### src/rtl/projectile_pool_if.sv
// Spawn port of the projectile pool: valid/ready handshake carrying the
// initial position, signed per-axis velocity and wall mode of a new projectile.
interface projectile_pool_if #(
    parameter int W  = 16,
    parameter int VW = 5
);
    logic                 valid;
    logic                 ready;
    logic [W-1:0]         x;
    logic [W-1:0]         y;
    logic signed [VW-1:0] vx;
    logic signed [VW-1:0] vy;
    logic                 mode;

    modport master (output valid, x, y, vx, vy, mode, input ready);
    modport slave  (input valid, x, y, vx, vy, mode, output ready);
endinterface

### src/rtl/projectile_pool.sv
// Pool of N projectiles moving inside the fighting box: spawn into the lowest
// free slot, advance once per animation strobe, pipelined hit check vs the heart.
module projectile_pool #(
    parameter int N        = 4,
    parameter int W        = 16,
    parameter int VW       = 5,
    parameter int FX       = 245,
    parameter int FY       = 230,
    parameter int F_WIDTH  = 150,
    parameter int F_HEIGHT = 150,
    parameter int R        = 5
) (
    input  logic             i_clk,
    input  logic             i_rst,
    input  logic             i_ani_stb,
    input  logic             i_animate,
    input  logic             i_clear,
    projectile_pool_if.slave spawn,
    input  logic [W-1:0]     i_px,
    input  logic [W-1:0]     i_py,
    input  logic [W-1:0]     i_pr,
    output logic [N*W-1:0]   o_cx,
    output logic [N*W-1:0]   o_cy,
    output logic [W-1:0]     o_r,
    output logic [N-1:0]     o_active,
    output logic             o_hit,
    output logic [3:0]       o_hit_id
);
    // Two spare bits so pos + v never wraps and negative results stay visible.
    localparam int SW = W + 2;
    localparam logic signed [SW-1:0] X_BASE = SW'(FX);
    localparam logic signed [SW-1:0] Y_BASE = SW'(FY);
    localparam logic signed [SW-1:0] X_LO   = SW'(FX + R);
    localparam logic signed [SW-1:0] X_HI   = SW'(FX + F_WIDTH - R);
    localparam logic signed [SW-1:0] Y_LO   = SW'(FY + R);
    localparam logic signed [SW-1:0] Y_HI   = SW'(FY + F_HEIGHT - R);

    logic                 move;
    logic                 spawn_fire;
    logic [N-1:0]         load_sel;
    logic                 free_found;
    logic signed [SW-1:0] sx_sum, sy_sum;
    logic [W-1:0]         sx_clamp, sy_clamp;
    logic [W:0]           hit_lim;
    logic [N-1:0]         ovl;
    logic                 ovl_any;
    logic [3:0]           ovl_id;

    logic                 move_d_reg;
    logic                 pend_reg;
    logic [3:0]           pend_id_reg;
    logic                 hit_reg;
    logic [3:0]           hit_id_reg;

    assign move        = i_ani_stb & i_animate;
    assign spawn.ready = ~&o_active & ~i_clear;
    assign spawn_fire  = spawn.valid & spawn.ready;
    assign o_r         = W'(R);
    assign hit_lim     = {1'b0, i_pr} + (W+1)'(R);
    assign o_hit       = hit_reg;
    assign o_hit_id    = hit_id_reg;

    always_comb begin
        load_sel   = '0;
        free_found = 1'b0;
        for (int k = 0; k < N; k++) begin
            if (!o_active[k] && !free_found) begin
                load_sel[k] = 1'b1;
                free_found  = 1'b1;
            end
        end
    end

    always_comb begin
        sx_sum = X_BASE + $signed({2'b00, spawn.x});
        sy_sum = Y_BASE + $signed({2'b00, spawn.y});
        if (sx_sum < X_LO)      sx_clamp = X_LO[W-1:0];
        else if (sx_sum > X_HI) sx_clamp = X_HI[W-1:0];
        else                    sx_clamp = sx_sum[W-1:0];
        if (sy_sum < Y_LO)      sy_clamp = Y_LO[W-1:0];
        else if (sy_sum > Y_HI) sy_clamp = Y_HI[W-1:0];
        else                    sy_clamp = sy_sum[W-1:0];
    end

    genvar gi;
    generate
        for (gi = 0; gi < N; gi++) begin : g_slot
            logic [W-1:0]         cx_reg, cy_reg;
            logic signed [VW-1:0] vx_reg, vy_reg;
            logic                 mode_reg, active_reg;
            logic signed [SW-1:0] nx, ny;
            logic                 x_lo, x_hi, y_lo, y_hi;
            logic [W-1:0]         dx, dy;

            assign nx   = $signed({2'b00, cx_reg}) + $signed({{(SW-VW){vx_reg[VW-1]}}, vx_reg});
            assign ny   = $signed({2'b00, cy_reg}) + $signed({{(SW-VW){vy_reg[VW-1]}}, vy_reg});
            assign x_lo = nx < X_LO;
            assign x_hi = nx > X_HI;
            assign y_lo = ny < Y_LO;
            assign y_hi = ny > Y_HI;

            always_ff @(posedge i_clk) begin
                if (i_rst) begin
                    active_reg <= 1'b0;
                    cx_reg     <= '0;
                    cy_reg     <= '0;
                    vx_reg     <= '0;
                    vy_reg     <= '0;
                    mode_reg   <= 1'b0;
                end else if (i_clear) begin
                    active_reg <= 1'b0;
                end else if (spawn_fire && load_sel[gi]) begin
                    active_reg <= 1'b1;
                    cx_reg     <= sx_clamp;
                    cy_reg     <= sy_clamp;
                    vx_reg     <= spawn.vx;
                    vy_reg     <= spawn.vy;
                    mode_reg   <= spawn.mode;
                end else if (move && active_reg) begin
                    if (mode_reg && (x_lo || x_hi || y_lo || y_hi)) begin
                        active_reg <= 1'b0;
                    end else begin
                        // Axes are independent, so a corner contact reflects both.
                        if (x_lo)      begin cx_reg <= X_LO[W-1:0]; vx_reg <= -vx_reg; end
                        else if (x_hi) begin cx_reg <= X_HI[W-1:0]; vx_reg <= -vx_reg; end
                        else                 cx_reg <= nx[W-1:0];
                        if (y_lo)      begin cy_reg <= Y_LO[W-1:0]; vy_reg <= -vy_reg; end
                        else if (y_hi) begin cy_reg <= Y_HI[W-1:0]; vy_reg <= -vy_reg; end
                        else                 cy_reg <= ny[W-1:0];
                    end
                end
            end

            assign dx       = (cx_reg >= i_px) ? cx_reg - i_px : i_px - cx_reg;
            assign dy       = (cy_reg >= i_py) ? cy_reg - i_py : i_py - cy_reg;
            assign ovl[gi]  = active_reg && ({1'b0, dx} <= hit_lim) && ({1'b0, dy} <= hit_lim);

            assign o_cx[gi*W +: W] = cx_reg;
            assign o_cy[gi*W +: W] = cy_reg;
            assign o_active[gi]    = active_reg;
        end
    endgenerate

    // Descending scan so the lowest overlapping index is the one that sticks.
    always_comb begin
        ovl_any = 1'b0;
        ovl_id  = '0;
        for (int k = N - 1; k >= 0; k--) begin
            if (ovl[k]) begin
                ovl_any = 1'b1;
                ovl_id  = 4'(k);
            end
        end
    end

    always_ff @(posedge i_clk) begin
        if (i_rst) begin
            move_d_reg  <= 1'b0;
            pend_reg    <= 1'b0;
            pend_id_reg <= '0;
            hit_reg     <= 1'b0;
            hit_id_reg  <= '0;
        end else begin
            move_d_reg <= move;
            pend_reg   <= move_d_reg & ovl_any;
            if (move_d_reg && ovl_any) pend_id_reg <= ovl_id;
            hit_reg    <= pend_reg;
            if (pend_reg) hit_id_reg <= pend_id_reg;
        end
    end
endmodule

### src/flat_wrapper.sv
// flat-port wrapper written by rule: the top's interface ports become plain ports
module projectile_pool_flat 
#(
    parameter int N        = 4,
    parameter int W        = 16,
    parameter int VW       = 5,
    parameter int FX       = 245,
    parameter int FY       = 230,
    parameter int F_WIDTH  = 150,
    parameter int F_HEIGHT = 150,
    parameter int R        = 5
)
  (i_clk, i_rst, i_ani_stb, i_animate, i_clear, i_px, i_py, i_pr, o_cx, o_cy, o_r, o_active, o_hit, o_hit_id, spawn_valid, spawn_x, spawn_y, spawn_vx, spawn_vy, spawn_mode, spawn_ready);
  projectile_pool_if #(.W(W), .VW(VW)) spawn_i ();
  input  logic i_clk;
  input  logic i_rst;
  input  logic i_ani_stb;
  input  logic i_animate;
  input  logic i_clear;
  input  logic [W-1:0] i_px;
  input  logic [W-1:0] i_py;
  input  logic [W-1:0] i_pr;
  output logic [N*W-1:0] o_cx;
  output logic [N*W-1:0] o_cy;
  output logic [W-1:0] o_r;
  output logic [N-1:0] o_active;
  output logic o_hit;
  output logic [3:0] o_hit_id;
  input wire logic [$bits(spawn_i.valid)-1:0] spawn_valid;
  input wire logic [$bits(spawn_i.x)-1:0] spawn_x;
  input wire logic [$bits(spawn_i.y)-1:0] spawn_y;
  input wire logic [$bits(spawn_i.vx)-1:0] spawn_vx;
  input wire logic [$bits(spawn_i.vy)-1:0] spawn_vy;
  input wire logic [$bits(spawn_i.mode)-1:0] spawn_mode;
  output wire logic [$bits(spawn_i.ready)-1:0] spawn_ready;
  assign spawn_i.valid = spawn_valid;
  assign spawn_i.x = spawn_x;
  assign spawn_i.y = spawn_y;
  assign spawn_i.vx = spawn_vx;
  assign spawn_i.vy = spawn_vy;
  assign spawn_i.mode = spawn_mode;
  assign spawn_ready = spawn_i.ready;
  projectile_pool #(.N(N), .W(W), .VW(VW), .FX(FX), .FY(FY), .F_WIDTH(F_WIDTH), .F_HEIGHT(F_HEIGHT), .R(R)) u_core (.i_clk(i_clk), .i_rst(i_rst), .i_ani_stb(i_ani_stb), .i_animate(i_animate), .i_clear(i_clear), .spawn(spawn_i), .i_px(i_px), .i_py(i_py), .i_pr(i_pr), .o_cx(o_cx), .o_cy(o_cy), .o_r(o_r), .o_active(o_active), .o_hit(o_hit), .o_hit_id(o_hit_id));
endmodule
### config.mk
export PLATFORM = sky130hd
export DESIGN_NAME = projectile_pool_flat
export DESIGN_NICKNAME = d
export VERILOG_FILES = /design/src/rtl/projectile_pool_if.sv /design/src/rtl/projectile_pool.sv /design/src/flat_wrapper.sv
export SDC_FILE = /design/constraint.sdc
export NUM_CORES = 2
export LEC_CHECK = 0
export BUFFER_PORTS_ARGS = -buffer_cell sky130_fd_sc_hd__buf_2
export CORE_UTILIZATION = 63
export CTS_CLUSTER_DIAMETER = 50
export DETAILED_ROUTE_END_ITERATION = 10
export PLACE_DENSITY_LB_ADDON = 0.05
export REMOVE_ABC_BUFFERS = 1
export SLEW_MARGIN = 20
export SYNTH_ARGS = -nofsm -noshare
export SYNTH_HDL_FRONTEND = slang
export SYNTH_SLANG_ARGS = --single-unit
### constraint.sdc
create_clock -name i_clk -period 12 [get_ports i_clk]
set_input_delay 1.2 -clock i_clk [delete_from_list [all_inputs] [get_ports i_clk]]
set_output_delay 1.2 -clock i_clk [all_outputs]
set_load 0.01 [all_outputs]
# Word-level counts from Yosys, hierarchy flattened
# Cells that the tools add are included.
# word_totals
rom_bits	0
register_bits	187
ram_bits	0
mem_count	0
wordCells	307
output_inout_bits	154
latchBits	0
# classes
addsub	35
n_eq_ne	4
div	0
order_cmp	36
multipliers	0
n_reduce_logical	80
shifts	0
n_mux	118
bitwise_logic	5
# ops
operator	n
16-bit 2-to-1 mux	52
16-bit subtractor	16
5-bit 2-to-1 mux	40
18-bit by 10-bit greater-than comparator with 1-bit output, second input constant	10
18-bit by 9-bit less-than comparator with 1-bit output, second input constant	10
17-bit by 5-bit adder with 18-bit output	8
16-bit by 17-bit less-or-equal comparator with 1-bit output	8
16-bit >= comparator	8
5-bit negator	8
4-bit AND reduction	9
8-bit by 16-bit adder with 17-bit output, first input constant	2
1-bit logical AND	24
3-bit nonzero test	8
1-bit 2-to-1 mux	22
16-bit by 3-bit adder with 17-bit output, second input constant	1
2-bit AND reduction	8
2-bit nonzero test	8
1-bit logical OR	12
3-bit AND reduction	4
2-bit 2-to-1 mux	4
2-bit by 1-bit != test with 1-bit output, second input constant	4
1-bit zero test	6
1-bit AND	4
2-bit OR reduction	1
1-bit inverter	1

# Longest topological paths before layout
# depth
ltp_word	12
mapped_depth	30
depth_no_buf	27

# Worst setup path after synthesis
# OpenSTA, ideal clock, no wires.
# synth_timing
path_kind	input to register
start	input port i_px[1]
end	register u_core.pend_id_reg[0]
path_slack_ps	5821
arrival_ps	6083
path_stages	23
cell_sequence	inv_1 > fa_1 > a21o_1 > a221oi_1 > o21a_1 > o2111ai_1 > a41oi_1 > clkbuf_1 > clkbuf_1 > clkbuf_1 > mux2_2 > ha_1 > nor2b_1 > o21a_1 > o21a_1 > o21ai_0 > a2111oi_0 > o221ai_1 > a21oi_1 > o21ai_0 > and2_1 > a21o_1 > a221oi_1
# synth_via
elab_chain_cells	10
# synth_lines
element	line	source
start: declaration	flat_wrapper.sv:20	input logic [W-1:0] i_px;
16-bit subtractor / 16-bit >= comparator (equally long branches)	projectile_pool.sv:134	assign dx = (cx_reg >= i_px) ? cx_reg - i_px : i_px - cx_reg;
16-bit 2-to-1 mux	projectile_pool.sv:134	
16-bit by 17-bit less-or-equal comparator with 1-bit output	projectile_pool.sv:136	assign ovl[gi] = active_reg && ({1'b0, dx} <= hit_lim) && ({1'b0, dy} <= hit_lim);
1-bit logical AND (2 in a row)	projectile_pool.sv:136	
1-bit 2-to-1 mux (4 in a row)	projectile_pool.sv:149	if (ovl[k]) begin
1-bit logical AND	projectile_pool.sv:166	if (move_d_reg && ovl_any) pend_id_reg <= ovl_id;
end signal: assignment	projectile_pool.sv:166	
end: declaration	projectile_pool.sv:51	logic [3:0] pend_id_reg;
# Several ways; a longest one is shown, not always the timed one.
# A chain may end at the register's enable or synchronous reset.

# Worst setup path in the final report
# layout_timing
start	input port i_py[1]
end	register u_core.pend_id_reg[1]
# layout_via
elab_chain_cells	9
# layout_lines
element	line	source
start: declaration	flat_wrapper.sv:21	input logic [W-1:0] i_py;
16-bit subtractor / 16-bit >= comparator (equally long branches)	projectile_pool.sv:135	assign dy = (cy_reg >= i_py) ? cy_reg - i_py : i_py - cy_reg;
16-bit 2-to-1 mux	projectile_pool.sv:135	
16-bit by 17-bit less-or-equal comparator with 1-bit output	projectile_pool.sv:136	
1-bit logical AND	projectile_pool.sv:136	
1-bit 2-to-1 mux (4 in a row)	projectile_pool.sv:149	
1-bit logical AND	projectile_pool.sv:166	
# Several ways; a longest one is shown, not always the timed one.

==> flow_summary.ini <==
[power]
irDropWorstVdd_uv = 118
switching_share_pct = 41.2
p_sw_uw = 875
seqPwrFrac_pct = 30.3
power.internal_uw = 1250
leakage_uw = 0.0156
power.density_nw_per_um2 = 63.0
pwr-share-clk_pct = 29.3
combPwrFrac_pct = 40.5

[sta]
worstMarginPinSlew_ns = 1.22
finalSetupViolCount = 0
period_share_pct = 56.2
finalHoldViolCount = 0
fmax_ghz = 0.148
rsz0062_at_grt = false
finalCriticalPeriod_ns = 6.74
slew_headroom_pct = 17.8
setup_slack_ns = 5.26
fin_setup_tns_ns = 0
skew_ns = 0.0183
drv_slew = 0

[global_routing]
grt_first_pass_wirelength_mm = 173
overflow = 0
first_global_vias = 29800
grt_usage_pct = 44.3
antenna_found_initial = 8
grt_max_degree = 70

[finish]
syn_to_final_growth_pct = 6.84
nets = 4951
layout-drive-gt1-share_pct = 9.26
fillers = 4430

[logic_synthesis]
synth_cell_types = 103
ys.flop_type = dfxtp_1
synth_xor_area_share_pct = 5.91
synthSimpleGateAreaFrac_pct = 18.2
post-synth-top-area-cell = ha_1
ys_async_sr_fraction_pct = 0
synth.area.mux_share_pct = 4.16
ys_seq_elements = 183
synthAdderAreaFrac_pct = 22.3
yosysTopAreaCellShare_pct = 20.8
ys_warn_count = 0
ys_top_cells_by_count = ha_1, a21oi_1, inv_1, nor2_1, nand2_1
ys_seq_area_share_pct = 11.6
synth_compound_area_share_pct = 31.5
synth_area_per_cell_um2 = 7.52
synth_edf_count = 0
synth_top_family_by_area = compound AO/OA/AOI/OAI gates
postSynthCellCount = 4199
yosys-top-cells-area = ha_1, dfxtp_1, a21oi_1
yosys.cell_count.top_type = ha_1
synth_area_um2 = 31600

[min_path]
hp-class = register to register
whs_path_depth = 2
min_from = u_core.g_slot[0].mode_reg
hold_path_end = u_core.g_slot[0].mode_reg

[placed_design]
gp_congestion = 1.05
dp.final_hpwl_mm = 90.4
dp_slack_ns = 4.89
io_buffers = 232

[critical_path]
worstSetupPathType = primary input to register
cp-end-kind = register
r2r_cells = 25
r2r_slack_ns = 5.94
crit_fanout = 20
r2r_start = u_core.g_slot[2].cy_reg[0]
crit_chain = buf_2, inv_1, fa_1, a21o_1, a21o_1, a21o_1, a2111oi_0, o211ai_1, a31oi_2, buf_4, mux2i_1, a21bo_2, a21oi_1, o21ai_0, xor2_1, ha_1, a2111oi_0, and3_1, or4_1, a21oi_1, a211oi_1, a21o_1, nor2_1, a211oi_1
start_kind = primary input
crit_path_frequent_cell = a21o_1
startpoint = i_py[1]
r2r-end = u_core.pend_id_reg[1]
cp.arrival_ns = 7.16
critPathRequiredTime_ns = 12.42
crit_path_top_delay_cell = a2111oi_0
critPathMaxStageDelay_ns = 0.78

[floorplanning]
num_rows = 81
io_pins = 251
core_area_um2 = 49200
die_h_um = 226
die_x_um = 226
initial_utilization_pct = 64.2
die_area_um2 = 51000

[clock_tree]
clock_sinks = 183
post_cts_buffers = 0
h-tree-depth = 4
cts_resized = 0
ctsHoldBuffers = 0
path_clk_slew_ns = 0.08
clockBufferDepth = 2
cts_buffers = 17
cts_tree = done
clockRootBuffer = clkbuf_16
clock_latency_ns = 0.51

[route]
drt_pre_antenna_iters = 6
via_count = 33700
drt_iter0_markers = 3702
drt-total-wl_mm = 116
drc = 0
wl_per_cell_um = 23.2
routed_via_density = 6.76
antenna_left = 0

[job]
max-cap-violations = 0

[status]
status = complete, no violations
==> logic make-up (layout without fill, tap and decap cells) <==
family | count (synthesis) | in the layout
compound gates | 1498 | 1498
xor+xnor | 213 | 213
fa+ha+maj | 549 | 549
buf+inv | 494 | 597
flops | 183 | 183
mux | 126 | 126
other cells | 2 | 23
simple gates | 1134 | 1134
==> area by class of cell <==
type / instances / area [µm²] / share of cell area, %
inverters: 294 / 1100 / 3.27
well taps: 664 / 831 / 2.46
repair buffers: 271 / 1460 / 4.33
diodes: 5 / 12.5 / 0.0371
multi-input cells: 3538 / 26100 / 77.3
flip-flops and latches: 183 / 3660 / 10.9
clock inverters: 14 / 151 / 0.449
clock buffers: 18 / 439 / 1.30
==> power by group through the flow <==
stage	combinational [µW]	sequential [µW]	clock [µW]
finish	861	643	622
CTS	830	641	619
global route	937	643	642
floorplan	571	647	0
global placement	818	656	0
detailed placement	824	656	0
==> worst max-delay path, delay by kind of cell <==
kind / cells / cell delay (ns)
and+or+nand+nor: 3 / 0.35
AOI/OAI and AO/OA: 14 / 3.55
muxes: 1 / 0.28
adders and majority gates: 2 / 0.72
buffers and inverters: 3 / 0.87
xor gates and xnor gates: 1 / 0.19
==> placed cells by master (no fill, tap or decap), types with 19 or more instances in the layout <==
master    synthesis  routed
ha_1            525     525
a21oi_1         450     448
inv_1           294     294
nor2_1          270     270
nand2_1         246     246
buf_2            12     231
a21o_1          215     215
o21ai_0         212     212
dfxtp_1         183     183
nor3_1          129     128
xnor2_1         116     116
xor2_1           97      93
mux2i_1          87      87
nand3_1          81      81
a211oi_1         73      73
nand4_1          72      72
o21bai_1         62      62
and3_1           60      60
nor2b_1          60      59
o21a_1           57      57
o211ai_1         56      56
o31ai_1          48      48
nand2b_1         48      48
buf_4            24      39
a31oi_1          34      33
mux2_2           32      32
a21boi_0         25      25
or3_1            24      24
and2_1           24      24
fa_1             24      24
a22oi_1          20      20
a221oi_1         19      19
==> layer usage <==
metal / vias to the layer above / part of all wire (%) / global-route usage (%)
li1: 15800 / - / -
met4: 10 / 4.1 / 18.4
met2: 1928 / 40 / 62.3
met5: - / 0.051 / 0
met3: 305 / 13 / 12.7
met1: 15700 / 43 / 62.2
==> stage by stage <==
stage	total power, µW	util, %	hold WS, ns	area (µm²)	std cells
finish	2130	68.6	0.488	33700	4987
global route	2220	68.6	0.514	33700	4982
CTS	2090	68.6	0.484	33700	4982
detailed placement	1480	67.4	0.471	33100	4950
global placement	1470	67.4	0.467	33100	4950
floorplan	1220	-	0.440	30700	4015
==> worst max path at each step <==
stage / to / slack, ns
global placement: u_core.pend_id_reg[1] / 5.08
finish: u_core.pend_id_reg[1] / 5.26
detailed placement: u_core.pend_id_reg[0] / 4.89
global route: u_core.pend_id_reg[0] / 4.76
floorplan: u_core.pend_id_reg[0] / 5.08
CTS: u_core.pend_id_reg[0] / 5.41
Power figures use the tool's default switching activity.
